--- src/rtl/uart_arb_pkg.sv ---
// Shared types and helpers for the UART TX arbiter.
// Latency: n/a (declarations and a combinational helper only).
// Backpressure: n/a.
package uart_arb_pkg;

    localparam int ByteW = 8;

    typedef enum logic {
        ArbIdle   = 1'b0,
        ArbLocked = 1'b1
    } arb_state_e;

    // Scan valid from ptr upward, wrapping at n with an explicit compare.
    // Returns the first valid index; when nothing is valid, returns ptr.
    function automatic int rr_next(input int ptr, input logic [7:0] valid, input int n);
        int   idx;
        logic found;
        rr_next = ptr;
        idx     = ptr;
        found   = 1'b0;
        for (int i = 0; i < 8; i++) begin
            if (i < n) begin
                if (!found && valid[idx[2:0]]) begin
                    rr_next = idx;
                    found   = 1'b1;
                end
                idx = (idx == n - 1) ? 0 : idx + 1;
            end
        end
    endfunction

endpackage

--- src/rtl/uart_arb_rr_pick.sv ---
// Round-robin pick: first valid requester at or above ptr, wrapping.
// Latency: purely combinational.
// Backpressure: none; the caller decides when the pick is taken.
module uart_arb_rr_pick
    import uart_arb_pkg::*;
#(
    parameter int NumReq = 4,
    localparam int IdxW = $clog2(NumReq)
) (
    input  logic [IdxW-1:0]   ptr_i,
    input  logic [NumReq-1:0] valid_i,
    output logic [IdxW-1:0]   idx_o,
    output logic              any_o
);

    // Rotate-and-encode expressed as a bounded wrap-around scan.
    always_comb begin
        any_o = |valid_i;
        idx_o = IdxW'(rr_next(32'(ptr_i), 8'(valid_i), NumReq));
    end

endmodule

--- src/rtl/uart_tx_arb.sv ---
// Packet-locking round-robin arbiter feeding one UART TX byte stream.
// Latency: grant one cycle after request; byte appears one cycle after transfer.
// Backpressure: owner ready = stage empty or downstream ready; stage reloads with no bubble.
module uart_tx_arb
    import uart_arb_pkg::*;
#(
    parameter int NumReq   = 4,
    parameter int MaxBurst = 16
) (
    input  logic                    clk_i,
    input  logic                    rst_ni,
    input  logic [NumReq-1:0]       req_valid_i,
    input  logic [NumReq*ByteW-1:0] req_data_i,
    input  logic [NumReq-1:0]       req_last_i,
    output logic [NumReq-1:0]       req_ready_o,
    output logic                    tx_valid_o,
    output logic [ByteW-1:0]        tx_data_o,
    input  logic                    tx_ready_i,
    output logic [NumReq-1:0]       grant_o,
    output logic                    busy_o
);

    localparam int IdxW = $clog2(NumReq);
    localparam int CntW = $clog2(MaxBurst + 1);

    arb_state_e       state_q, state_d;
    logic [IdxW-1:0]  owner_q, owner_d;
    logic [IdxW-1:0]  ptr_q, ptr_d;
    logic [CntW-1:0]  cnt_q, cnt_d;
    logic             tx_valid_q, tx_valid_d;
    logic [ByteW-1:0] tx_data_q, tx_data_d;

    logic [IdxW-1:0]  pick_idx;
    logic             pick_any;
    logic             own_valid;
    logic             own_last;
    logic [ByteW-1:0] own_data;
    logic             stage_free;
    logic             xfer;
    logic [CntW-1:0]  cnt_inc;

    uart_arb_rr_pick #(
        .NumReq (NumReq)
    ) u_pick (
        .ptr_i   (ptr_q),
        .valid_i (req_valid_i),
        .idx_o   (pick_idx),
        .any_o   (pick_any)
    );

    // Select the current owner's byte, valid and last flag.
    always_comb begin
        own_valid = 1'b0;
        own_last  = 1'b0;
        own_data  = '0;
        for (int k = 0; k < NumReq; k++) begin
            if (owner_q == IdxW'(k)) begin
                own_valid = req_valid_i[k];
                own_last  = req_last_i[k];
                own_data  = req_data_i[k*ByteW +: ByteW];
            end
        end
    end

    // Owner-only ready and one-hot grant; both are zero while idle.
    always_comb begin
        stage_free  = !tx_valid_q || tx_ready_i;
        req_ready_o = '0;
        grant_o     = '0;
        if (state_q == ArbLocked) begin
            for (int k = 0; k < NumReq; k++) begin
                if (owner_q == IdxW'(k)) begin
                    grant_o[k]     = 1'b1;
                    req_ready_o[k] = stage_free;
                end
            end
        end
        xfer       = (state_q == ArbLocked) && own_valid && stage_free;
        busy_o     = (state_q == ArbLocked);
        tx_valid_o = tx_valid_q;
        tx_data_o  = tx_data_q;
    end

    // Next-state: arbitration, burst counting, release, and the output stage.
    always_comb begin
        state_d    = state_q;
        owner_d    = owner_q;
        ptr_d      = ptr_q;
        cnt_d      = cnt_q;
        tx_valid_d = tx_valid_q;
        tx_data_d  = tx_data_q;
        cnt_inc    = cnt_q + CntW'(1);

        case (state_q)
            ArbIdle: begin
                if (pick_any) begin
                    owner_d = pick_idx;
                    cnt_d   = '0;
                    state_d = ArbLocked;
                end
            end
            ArbLocked: begin
                if (xfer) begin
                    cnt_d = cnt_inc;
                    // Last byte and burst cap in the same transfer are one release.
                    if (own_last || (cnt_inc == CntW'(MaxBurst))) begin
                        state_d = ArbIdle;
                        ptr_d   = (owner_q == IdxW'(NumReq - 1)) ? '0 : owner_q + IdxW'(1);
                    end
                end
            end
            default: state_d = ArbIdle;
        endcase

        if (xfer) begin
            tx_valid_d = 1'b1;
            tx_data_d  = own_data;
        end else if (tx_ready_i) begin
            tx_valid_d = 1'b0;
        end
    end

    // All state registers; reset discards any byte held in the stage.
    always_ff @(posedge clk_i or negedge rst_ni) begin
        if (!rst_ni) begin
            state_q    <= ArbIdle;
            owner_q    <= '0;
            ptr_q      <= '0;
            cnt_q      <= '0;
            tx_valid_q <= 1'b0;
            tx_data_q  <= '0;
        end else begin
            state_q    <= state_d;
            owner_q    <= owner_d;
            ptr_q      <= ptr_d;
            cnt_q      <= cnt_d;
            tx_valid_q <= tx_valid_d;
            tx_data_q  <= tx_data_d;
        end
    end

endmodule

--- config.mk ---
export PLATFORM = sky130hd
export DESIGN_NAME = uart_tx_arb
export DESIGN_NICKNAME = d
export VERILOG_FILES = /design/src/rtl/uart_arb_pkg.sv /design/src/rtl/uart_arb_rr_pick.sv /design/src/rtl/uart_tx_arb.sv
export SDC_FILE = /design/constraint.sdc
export NUM_CORES = 1
export LEC_CHECK = 0
export BUFFER_PORTS_ARGS = -buffer_cell sky130_fd_sc_hd__buf_2
export CORE_ASPECT_RATIO = 0.75
export CORE_UTILIZATION = 48
export CTS_BUF_LIST = sky130_fd_sc_hd__clkbuf_4 sky130_fd_sc_hd__clkbuf_8
export CTS_CLUSTER_DIAMETER = 30
export DETAILED_ROUTE_END_ITERATION = 6
export HOLD_SLACK_MARGIN = 0.08
export PLACE_DENSITY_LB_ADDON = 0.12
export SYNTH_ARGS = -nofsm -noshare
export SYNTH_HDL_FRONTEND = slang
export SYNTH_HIERARCHICAL = 1
export SYNTH_SLANG_ARGS = --single-unit
--- constraint.sdc ---
create_clock -name clk_i -period 2.46 [get_ports clk_i]
set_input_delay 0.123 -clock clk_i [delete_from_list [all_inputs] [get_ports clk_i]]
set_output_delay 0.123 -clock clk_i [all_outputs]
set_load 0.05 [all_outputs]
# == Word level (Yosys, flattened, before mapping) ==
# Cells that the tools add are included.
# totals
regBits,19
word_cells,91
# classes
add_sub_neg,5
magnitude_cmp,4
n_eq_ne,9
n_mux,49
bitwise,1
reduce_logical,17
# op_table
operator,count
equality test 32 x 3 -> 1 bit (second input constant),2
adder 32 x 2 -> 32 bit (second input constant),1
two-way mux 32 bit,1
two-way mux 8 bit,4
two-way mux 1 bit,28
< comparator 3 x 4 -> 1 bit (second input constant),3
two-way mux 5 bit,2
case mux 5 bit (2 select lines),1
binary-select mux 1 bit (select 3 bit),3
two-way mux 2 bit,4
two-way mux 4 bit,2
two-way mux 3 bit,2
adder 5 x 1 -> 5 bit (second input constant),1
equality test 5 bit (second input constant),1
logical AND 1 bit,5
equality test 2 x 1 -> 1 bit (second input constant),2
equality test 2 bit (second input constant),2
logical NOT 1 bit,4
< comparator 2 x 4 -> 1 bit (second input constant),1
AND reduction 2 bit,2
OR reduction 4 bit,1
adder 2 x 1 -> 3 bit (second input constant),1
adder 3 x 2 -> 3 bit (second input constant),1
AND reduction 3 bit,1
other kinds (9),10

# == Depth between registers and ports, before layout ==
# Gate-level depths: netlist of the first run.
# logic_depth
depth_word,12
mapped_depth,9

# == Cells and area by module ==
# Netlist of the first run, hierarchy kept.
# by_module_without_submodules
module,instances,cells_per_inst,area_per_inst_um2
uart_tx_arb,1,142,1233.7
uart_arb_rr_pick,1,37,302.8

# == Least setup slack after synthesis of the first run ==
# No wires, ideal clock.
# synth_path
path_kind,register to register
startpoint,reg ptr_q[0]
endpoint,reg owner_q[1]
setup_ns,0.125
arrival_ns,2.040
required_time_ns,2.335
path_slack_ns,0.296
stages_incl_launch_ff,8
path_buffers,1
period_less_slack_ns,2.164
cell_sequence,dfrtp_1 -> ha_1 -> buf_2 -> mux4_1 -> or2_4 -> a211oi_4 -> a22oi_1 -> mux2_2
# synth_via
elab_chain_cells,12
word_cells_on_any_way,29
classes_between,3 x add/sub; 3 x eq/ne; 17 x mux; 6 x reduce/logical
# synth_lines
element,line_no,source
from (decl),uart_tx_arb.sv:28,"logic [IdxW-1:0] ptr_q, ptr_d;"
from (signal assigned),uart_tx_arb.sv:135,ptr_q <= ptr_d;
"parallel branches: the longest is 11 deep, another holds adder 32 x 2 -> 32 bit",-,
two-way mux 2 bit (*),uart_arb_pkg.sv:23,if (!found && valid[idx[2:0]]) begin
via pick_idx[1],uart_tx_arb.sv:33,logic [IdxW-1:0] pick_idx;
to (signal assigned),uart_tx_arb.sv:134,owner_q <= owner_d;
to (decl),uart_tx_arb.sv:27,"logic [IdxW-1:0] owner_q, owner_d;"
# Mark *: on every way through the listed nets, which the timed path passes. The select of a mux whose other input is x is not followed.
# A chain may end at the register's enable or synchronous reset.

# == Final worst setup path of the first run ==
# Ends and elaborated chain as after synthesis.

==> results of run 1 <==
synthesized netlist by cell type (all sizes together), types with 2 or more instances:
library cell and n:
xnor2 4, inv 12, clkbuf 5, dfrtp 19, nand2b 4, a21oi 17
mux2 5, o21ai 8, mux4 2, ha 6, and2 4, nand3b 3
mux2i 3, and3 6, nor2 22, a22oi 2, a221oi 8, buf 6
nor3 9, nand3 2, nand2 15
layout make-up:
cell class | count | share of cell area [%]
Clock buffer | 4 | 2.52
Inverter | 12 | 2.33
Multi-Input combinational cell | 137 | 49.3
Sequential cell | 19 | 24.6
Tap cell | 38 | 2.46
Timing Repair Buffer | 68 | 18.8
sequential cells by signal, summed over array words and instances (netlist names):
register,flops
cnt_q,5
tx_valid_o,1
tx_data_o,8
busy_o,1
owner_q,2
ptr_q,2
through the flow:
stage | utilization [%] | hold slack [ns] | cells | instance area (sq um)
floorplan | - | -0.173 | 179 | 1540
detailed placement | 62.5 | 0.0871 | 273 | 1870
finish | 64.5 | 0.168 | 278 | 1930
global placement | 62.5 | 0.0864 | 273 | 1870
CTS | 64.5 | 0.165 | 278 | 1930
global route | 64.5 | 0.163 | 278 | 1930
routing by layer:
| layer | GRT usage, % | up-vias |
|---|---|---|
| met5 | 0 | - |
| met4 | 4.26 | 0 |
| met3 | 5.58 | 0 |
| met2 | 45.8 | 69 |
| met1 | 37.0 | 742 |
| li1 | - | 765 |
tightest hold or removal path: stages:
cell,delay (ns)
buf_2,0.08
a21oi_1,0.05
a21oi_1,0.13
power groups by stage:
stage	clock network [uW]	registers, uW	logic (uW)
after floorplan	0	848	1550
after global placement	0	594	2220
after detailed placement	0	608	2290
after CTS	232	606	2290
after global routing	251	630	2500
final	226	609	2310
cells by family after synthesis:
group,synth area share (%)
XOR/XNOR,2.28
AO/OA/AOI/OAI,24.0
flip-flops,30.9
buffers and inverters,7.00
AND/OR/NAND/NOR,22.1
multiplexers,8.79
adder cells (fa/ha/maj),4.89
path summary, 6_finish.rpt:
check / to / slack, ns / depth (start not counted)
setup / recovery: owner_q[1] / 0.12 / 6
hold / removal: tx_data_o[5] / 0.17 / 3
setup reg to reg: owner_q[1] / 0.12 / 6
hold reg to reg: tx_data_o[5] / 0.52 / 2
max in group asynchronous: ptr_q[1] / 1.82 / 2
min in group asynchronous: tx_valid_o / 0.34 / 2
placed cells by master (no fill, tap or decap), drive strengths merged:
cell type / n
a32oi: 1
mux4: 2
o21a: 1
o2bb2ai: 1
or2: 1
clkbuf: 4
o21ai: 8
a211o: 1
a32o: 1
nand3b: 3
buf: 67
a311oi: 1
nor3: 9
xnor2: 4
nand2: 15
nand4b: 1
nor2: 22
nand3: 2
and2: 4
a22oi: 2
a21oi: 17
o221ai: 1
a221o: 1
inv: 12
and3: 6
or2b: 1
mux2i: 3
a211oi: 1
a31o: 1
nand2b: 4
nor2b: 1
o211a: 1
o31ai: 1
mux2: 5
o311ai: 1
dfrtp: 19
dlygate4sd3: 1
a221oi: 8
ha: 6
==> results.md, run 1 <==
- Drt first-iter violations: 115
- Crit path cell chain: ha_1, mux4_1, or2_4, a211oi_4, a22oi_1, mux2_2
- Crit end category: flip-flop
- Residual DRC count: 0
- Post-synth cell types: 45
- Routed wire length: 4.22 mm
- Slew @ Worst Pin: 0.426 ns
- Worst-Skew Late Latency: 0.25 ns
- Sw Share: 54.4%
- Area grow syn2layout: 25.8%
- Syn nets: 228
- Number of synthesized flops with an enable pin: 0
- Die area: 0.00343 sq mm
- I/O pin cnt: 61
- Cell taking the most area after synthesis: dfrtp_1
- Comb pwr share: 73.5%
- Crit Path Max Fanout: 7
- Hold Startpoint: req_data_i[29]
- Initial antenna violation count: 0
- Clk_skew: 0.00356 ns
- Delay-heaviest family, CP: multiplexers
- Postcts setup bufs: 0
- Layout Nets: 290
- Sequential area share after synthesis: 30.9%
- Tot Pwr: 3150 uW
- Final GP Congestion: 0.889
- Final min period: 2.34 ns
- Metal2 WL: 2.04 mm
- Overflow after GRT: 0
- Slew Limit Headroom: 71.6%
- Gr usage total: 27.5%
- WL per Instance: 15.2 um
- Fin. max-slew vios: 0
- Hold WC Path Type: in2reg
- Flop pwr share: 19.3%
- CP startpoint: ptr_q[0]
- Sw Pwr: 1710 uW
- First drt pass iteration count: 4
- Critical path type: reg2reg
- Routed Antenna Nets: 0
- Final worst slack: 0.118 ns
- Port Buffers: 60
- Unrepaired setup endpoints after global routing: false
- PD cells: 1630 mW/mm^2
- Startpoint types: flip-flop
- CTS tree: yes
- Via Count: 1576
- Starting Density: 51.2%
- Clock power share: 7.2%
- Largest net degree at the start of global routing: 26
- Fillcell total: 251
- Row count: 17
- CP peak stage delay: 0.44 ns
- H-tree depth: 1
- WL met3: 316 um
- Total internal power: 1440 uW
- Clk slew on worst S/H paths: 0.07 ns
- Yosys top cell area share: 30.9%
- Top_reg_cell synth: dfrtp_1
- Die X: 67.3 um
- First-pass GRT wire length: 6.93 mm
- Crit path buf inv count: 0
- Met1 wire length: 1.85 mm
- Diodes inserted: 0
- Syn Std Cell Area: 0.00154 sq mm
- CTS Buffer Depth: 2
- Number of synthesized register bits: 19
- Area occupied by registers: 475 sq um
- R2R Path Start: ptr_q[0]
- CTS Sinks: 19
- Vias in the first global route: 1464
- Pre-CTS setup slack: 0.130 ns
- Status: complete, no violations
- DR top layer: met3
- Root Driver: clkbuf_8
- Arr. time, crit path: 2.48 ns
- Area contributors post-synth: dfrtp_1 (31%), a21oi_1 (5.5%), nor2_1 (5.4%), ha_1 (4.9%), a221oi_1 (4.6%)
- Synthesized instance count: 179
- CP max stage cell: ha_1
- Post-CTS sizing: 0
- Setup violators final: 0
- TritonCTS Buffers: 3
- Area of the multi-input gates: 953 sq um
- Worst path required time: 2.60 ns
- Fin. Hold Viols: 0
- Maximum vdd drop: 741 uV
- CTS Hold Buffers Added: 1
- Max cap viols: 0
- Total number of yosys warnings: 6
- Share of layout cells above drive strength 1: 35.0%
- Tcrit/Tclk final: 95.2%
- Mapped Avg Cell Area: 8.58 sq um
- DP HPWL: 3.26 mm
- Final setup TNS: 0 ns
- Via/cell ratio: 5.67
- DIE HEIGHT: 51.0 um
- Leakage: 0.000924 uW
- Core area: 0.00300 sq mm
- Async SR Flop Fraction: 100%
- FMAX: 427 MHz
Note: power is estimated with default switching activity, not from simulation.
==> run 2, diff against run 1 <==
Settings changed: PLACE_DENSITY_LB_ADDON 0.12 to 0.08.
==> results.md, run 2 (synthesis gave the netlist of run 1 again) <==
- Total internal power: 1420 uW (-1.1%)
- Share of layout cells above drive strength 1: 35.0% (unchanged)
- Leakage: 0.000923 uW (about the same)
- Sw Pwr: 1660 uW (-2.9%)
- Crit end category: flip-flop
- Status: complete, no violations
- DP HPWL: 2.91 mm (-11%)
- Routed Antenna Nets: 0 (unchanged)
- First drt pass iteration count: 4 (unchanged)
- Critical path type: reg2reg
- Leading cell types in the layout, fill and taps excluded: buf_2 (60), nor2_1 (22), dfrtp_1 (19)
- Via Count: 1539 (-2.3%)
- Overflow after GRT: 0 (unchanged)
- Clock power share: 7.0% (-0.2 points)
- Tot Pwr: 3080 uW (-2.1%)
- Hold WC Path Type: in2reg
- Final setup TNS: 0 ns (unchanged)
- CTS tree: yes
- CTS Hold Buffers Added: 1 (unchanged)
- Maximum vdd drop: 829 uV (+12%)
- H-tree depth: 1 (unchanged)
- Slew Limit Headroom: 70.5% (-1.1 points)
- Starting Density: 51.2% (unchanged)
- Crit Path Max Fanout: 7 (unchanged)
- Sw Share: 54.0% (-0.44 points)
- Arr. time, crit path: 2.48 ns (about the same)
- CTS Sinks: 19 (unchanged)
- Vias in the first global route: 1371 (-6.4%)
- Layout Nets: 290 (unchanged)
- First-pass GRT wire length: 6.08 mm (-12%)
- PD cells: 1600 mW/mm^2 (-1.9%)
- Row count: 17 (unchanged)
- TritonCTS Buffers: 3 (unchanged)
- Routed wire length: 3.74 mm (-11%)
- Slew @ Worst Pin: 0.442 ns (+0.0167 ns)
- Port Buffers: 60 (unchanged)
- Flop pwr share: 19.0% (-0.3 points)
- Startpoint types: flip-flop
- Max cap viols: 0 (unchanged)
- Drt first-iter violations: 93 (-19%)
- Most common cell after layout, fill and taps aside: buf_2
- I/O pin cnt: 61 (unchanged)
- FMAX: 428 MHz (+0.21%)
- Residual DRC count: 0 (unchanged)
- Area of the multi-input gates: 953 sq um (unchanged)
- Post-CTS sizing: 0 (unchanged)
- Diodes inserted: 0 (unchanged)
- Via/cell ratio: 5.54 (-2.3%)
- Area occupied by registers: 475 sq um (unchanged)
- Fin. Hold Viols: 0 (unchanged)
- Final GP Congestion: 0.863 (-2.9%)
- Clk slew on worst S/H paths: 0.08 ns (about the same)
- Setup violators final: 0 (unchanged)
- Worst-Skew Late Latency: 0.25 ns (about the same)
- Area grow syn2layout: 25.7%
- Unrepaired setup endpoints after global routing: false
- CTS Buffer Depth: 2 (unchanged)
- Die X: 67.3 um (unchanged)
- Root Driver: clkbuf_8
- WL per Instance: 13.4 um (-11%)
- Clk_skew: 0.00588 ns (+0.00232 ns)
- Postcts setup bufs: 0 (unchanged)
- Worst path required time: 2.60 ns (about the same)
- Largest net degree at the start of global routing: 25 (-3.8%)
- Die area: 0.00343 sq mm (unchanged)
- Initial antenna violation count: 0 (unchanged)
- Largest register FFs: 8 (unchanged)
- Fillcell total: 246 (-2.0%)
- Fin. max-slew vios: 0 (unchanged)
- DIE HEIGHT: 51.0 um (unchanged)
- Gr usage total: 23.1% (-4.3 points)
- Tcrit/Tclk final: 95.0% (-0.20 points)
- Final min period: 2.34 ns (-0.00500 ns)
- Comb pwr share: 73.9% (+0.4 points)
- Core area: 0.00300 sq mm (unchanged)
==> run 2: final cells by class <==
class / count / area share (%)
clock buffer: 3 / 2.14
multi-input combinational: 137 / 49.4
clock inverter: 1 / 0.259
tap: 38 / 2.46
inverter: 12 / 2.33
timing repair buffer: 68 / 18.8
sequential: 19 / 24.6
==> run 2: critical path, stage by stage (launching register included) <==
cell and delay (ns):
dfrtp_1 0.43, ha_1 0.45, mux4_1 0.40, or2_4 0.29, a211oi_4 0.26, a22oi_1 0.13
mux2_2 0.27
==> run 2: through the flow <==
stage          instances  utilization, %  instance area [sq um]  hold slack, ns  worst slack [ns]
2_1_floorplan        179               -                   1540          -0.173             0.296
3_3_place_gp         273            62.5                   1870          0.0827             0.231
3_5_place_dp         273            62.5                   1870          0.0958             0.138
4_1_cts              278            64.4                   1930           0.166             0.130
5_1_grt              278            64.4                   1930           0.173            0.0467
6_report             278            64.4                   1930           0.170             0.123
==> run 2: final timing paths <==
check	startpoint	to	slack, ns	cells past startpoint
setup / recovery	ptr_q[1]	owner_q[1]	0.12	6
hold / removal	req_data_i[25]	tx_data_o[1]	0.17	3
setup reg to reg	ptr_q[1]	owner_q[1]	0.12	6
hold reg to reg	tx_data_o[6]	tx_data_o[6]	0.51	1
max in group asynchronous	rst_ni	owner_q[0]	1.81	2
min in group asynchronous	rst_ni	cnt_q[3]	0.34	2
==> run 2: routing by layer <==
| layer | share of wire [%] | vias up | track usage [%] |
|---|---|---|---|
| li1 | - | 767 | - |
| met4 | 0 | 0 | 3.55 |
| met2 | 49 | 40 | 38.8 |
| met5 | 0 | - | 0 |
| met1 | 47 | 732 | 31.3 |
| met3 | 4.3 | 0 | 4.24 |
==> run 2: power by group through the flow <==
stage	clock [uW]	combinational, uW	sequential (uW)
final	217	2280	587
after global routing	238	2490	610
after CTS	227	2260	587
after detailed placement	0	2260	592
after global placement	0	2210	582
after floorplan	0	1550	848
==> run 3, diff against run 2 <==
Settings changed: ABC_AREA set to 1.
==> results.md, run 3 <==
- Status: complete, no violations
- Syn Std Cell Area: 0.00160 sq mm (+4.3%)
- Number of synthesized flops with an enable pin: 0 (unchanged)
- Layout Nets: 365 (+26%)
- Hold WC Path Type: in2reg
- Routed wire length: 3.99 mm (+6.9%)
- Yosys top cell area share: 29.7% (-1.3 points)
- Tcrit/Tclk final: 81.6% (-13 points)
- FMAX: 498 MHz (+16%)
- Sequential area share after synthesis: 29.7% (-1.3 points)
- CP peak stage delay: 0.43 ns (-0.02 ns)
- Residual DRC count: 0 (unchanged)
- Slew @ Worst Pin: 0.440 ns (-0.00210 ns)
- CP dominant cell by count: nand2_1
- Async SR Flop Fraction: 100% (unchanged)
- Root Driver: clkbuf_8
- Area contributors post-synth: dfrtp_1 (30%), nand2_1 (25%), nand3_1 (6.2%), inv_1 (5.2%), ha_1 (4.7%)
- Pre-CTS setup slack: 0.483 ns (+0.345 ns)
- Initial antenna violation count: 0 (unchanged)
- Via Count: 1736 (+13%)
- Design Area, Final: 0.00198 sq mm (+2.5%)
- Fin. max-slew vios: 0 (unchanged)
- PD cells: 1490 mW/mm^2 (-6.9%)
- CTS tree: yes
- Fillcell total: 303 (+23%)
- Hold WS: 0.202 ns (+0.0314 ns)
- CP max stage cell: ha_1
- Diodes inserted: 0 (unchanged)
- Final worst slack: 0.453 ns (+0.330 ns)
- Max cap viols: 0 (unchanged)
- Post-synth cell types: 22 (-51%)
- H-tree depth: 1 (unchanged)
- DP Area: 0.00192 sq mm (+2.4%)
- WL per Instance: 11.3 um (-16%)
- Critical path type: reg2reg
- Area grow syn2layout: 23.4%
- CTS Buffer Depth: 2 (unchanged)
- Met3 GRT Util: 2.63% (-1.6 points)
- Total number of yosys warnings: 6 (unchanged)
- Syn nets: 304 (+33%)
- Die X: 68.7 um (+2.1%)
- DIE HEIGHT: 52.0 um (+2.1%)
- Gr usage total: 22.9% (-0.23 points)
- Drt first-iter violations: 76 (-18%)
- Starting Density: 52.3% (+1.1 points)
- Slew Limit Headroom: 70.6% (+0.14 points)
- Unrepaired setup endpoints after global routing: false
- I/O pin cnt: 61 (unchanged)
- Fin. Hold Viols: 0 (unchanged)
- Worst path required time: 2.58 ns (-0.02 ns)
- Leading cell types in the layout, fill and taps excluded: nand2_1 (108), buf_2 (60), inv_1 (22)
- Crit end category: flip-flop
- Maximum vdd drop: 761 uV (-8.3%)
- TritonCTS Buffers: 3 (unchanged)
- Largest register FFs: 8 (unchanged)
- Leakage: 0.00118 uW (+28%)
- Met2 Resource Use GR: 34.0% (-4.8 points)
- First drt pass iteration count: 4 (unchanged)
- Row count: 17 (unchanged)
- Overflow after GRT: 0 (unchanged)
- Grt met1 use: 34.9% (+3.6 points)
- Final min period: 2.01 ns (-0.330 ns)
- Vias in the first global route: 1367 (-0.29%)
- Arr. time, crit path: 2.13 ns (-0.35 ns)
- Crit path cell chain: inv_1, ha_1, inv_2, nand2_1, nand3_1, nand2_1, nand2_2, nor2_4, nand2_1, nand2_1, nand2_1
- Cell taking the most area after synthesis: dfrtp_1
- Most common cell after layout, fill and taps aside: nand2_1
- Postcts setup bufs: 0 (unchanged)
- Mapped Avg Cell Area: 6.29 sq um (-27%)
- DP HPWL: 3.20 mm (+10%)
- Final GP Congestion: 0.799 (-7.4%)
- CTS Sinks: 19 (unchanged)
- Core area: 0.00306 sq mm (+2.1%)
- Share of layout cells above drive strength 1: 28.6% (-6.4 points)
- Routed Antenna Nets: 0 (unchanged)
- Synthesized instance count: 255 (+42%)
- Clk_skew: 0.00587 ns (-0.0000133 ns)
- Die area: 0.00358 sq mm (+4.2%)
- Clk slew on worst S/H paths: 0.07 ns (about the same)
- Worst-Skew Late Latency: 0.25 ns (about the same)
- Setup violators final: 0 (unchanged)
- Startpoint types: flip-flop
- Final setup TNS: 0 ns (unchanged)
- Top-count cell post-synth: nand2_1
- Top_reg_cell synth: dfrtp_1
- Largest net degree at the start of global routing: 21 (-16%)
- First-pass GRT wire length: 6.04 mm (-0.56%)
- Top Usage Layer GRT: met1
- Leading cell types by count after synthesis: nand2_1 (108), inv_1 (22), nand3_1 (20), dfrtp_1 (19), nor2_1 (14)
- Port Buffers: 60 (unchanged)
- Crit Path Max Fanout: 14 (+7)
- Number of synthesized register bits: 19 (unchanged)
- Via/cell ratio: 4.92 (-11%)
[run 3: cells by family after synthesis]
group                      after synthesis  synth area share [%]
adders and majority gates                6                  4.68
AOI/OAI and AO/OA                       32                  10.1
DFF                                     19                  29.7
and+or+nand+nor                        163                  45.7
buffers and inverters                   35                  9.76
[run 3: timing repair]
action | 4_1_cts | 5_1_grt
hold buffers | 1 | 0
setup endpoints to repair | 0 | 0
hold endpoints to repair | 19 | 0
gates resized for setup | 0 | 0
[run 3: worst paths after layout]
path                                      from  slack (ns)      endpoint  depth (start not counted)
worst max-delay path                owner_q[1]        0.45        busy_o                         11
worst min-delay path            req_data_i[29]        0.20  tx_data_o[5]                          5
worst max register to register      owner_q[1]        0.45        busy_o                         11
worst min register to register    tx_data_o[2]        0.48  tx_data_o[2]                          2
max in group asynchronous               rst_ni        1.81  tx_data_o[3]                          2
min in group asynchronous               rst_ni        0.35  tx_data_o[5]                          2
[run 3: metal layers]
layer	share of wire (%)	up-vias
met5	0	-
met3	7.3	2
met1	52	759
met4	0.30	0
met2	41	55
li1	-	920
[run 3: critical path, delay by kind of cell, from the launching register on]
family / cells / cell delay (ns)
adder cells (fa/ha/maj): 1 / 0.43
flip-flops: 1 / 0.40
AND/OR/NAND/NOR: 8 / 0.89
buffers and inverters: 2 / 0.16
[run 3: final cells by class]
cell class / instances / area (sq um) / area share [%]
timing repair buffer: 63 / 325 / 16.4
inverter: 28 / 110 / 5.57
clock buffer: 4 / 48.8 / 2.47
sequential: 19 / 475 / 24.0
tap: 38 / 47.5 / 2.40
multi-input combinational: 201 / 971 / 49.1
[run 3: where the power goes]
group	total, uW	switching, uW	internal (uW)
Combinational	2170	1550	622
Clock	218	91.9	126
Sequential	552	107	445
[run 3: metrics by stage]
| stage | total power [uW] | std cells | utilization, % |
|---|---|---|---|
| 2_1_floorplan | 2290 | 255 | - |
| 3_3_place_gp | 2680 | 348 | 62.7 |
| 3_5_place_dp | 2710 | 348 | 62.7 |
| 4_1_cts | 2940 | 353 | 64.6 |
| 5_1_grt | 3250 | 353 | 64.6 |
| 6_report | 2940 | 353 | 64.6 |
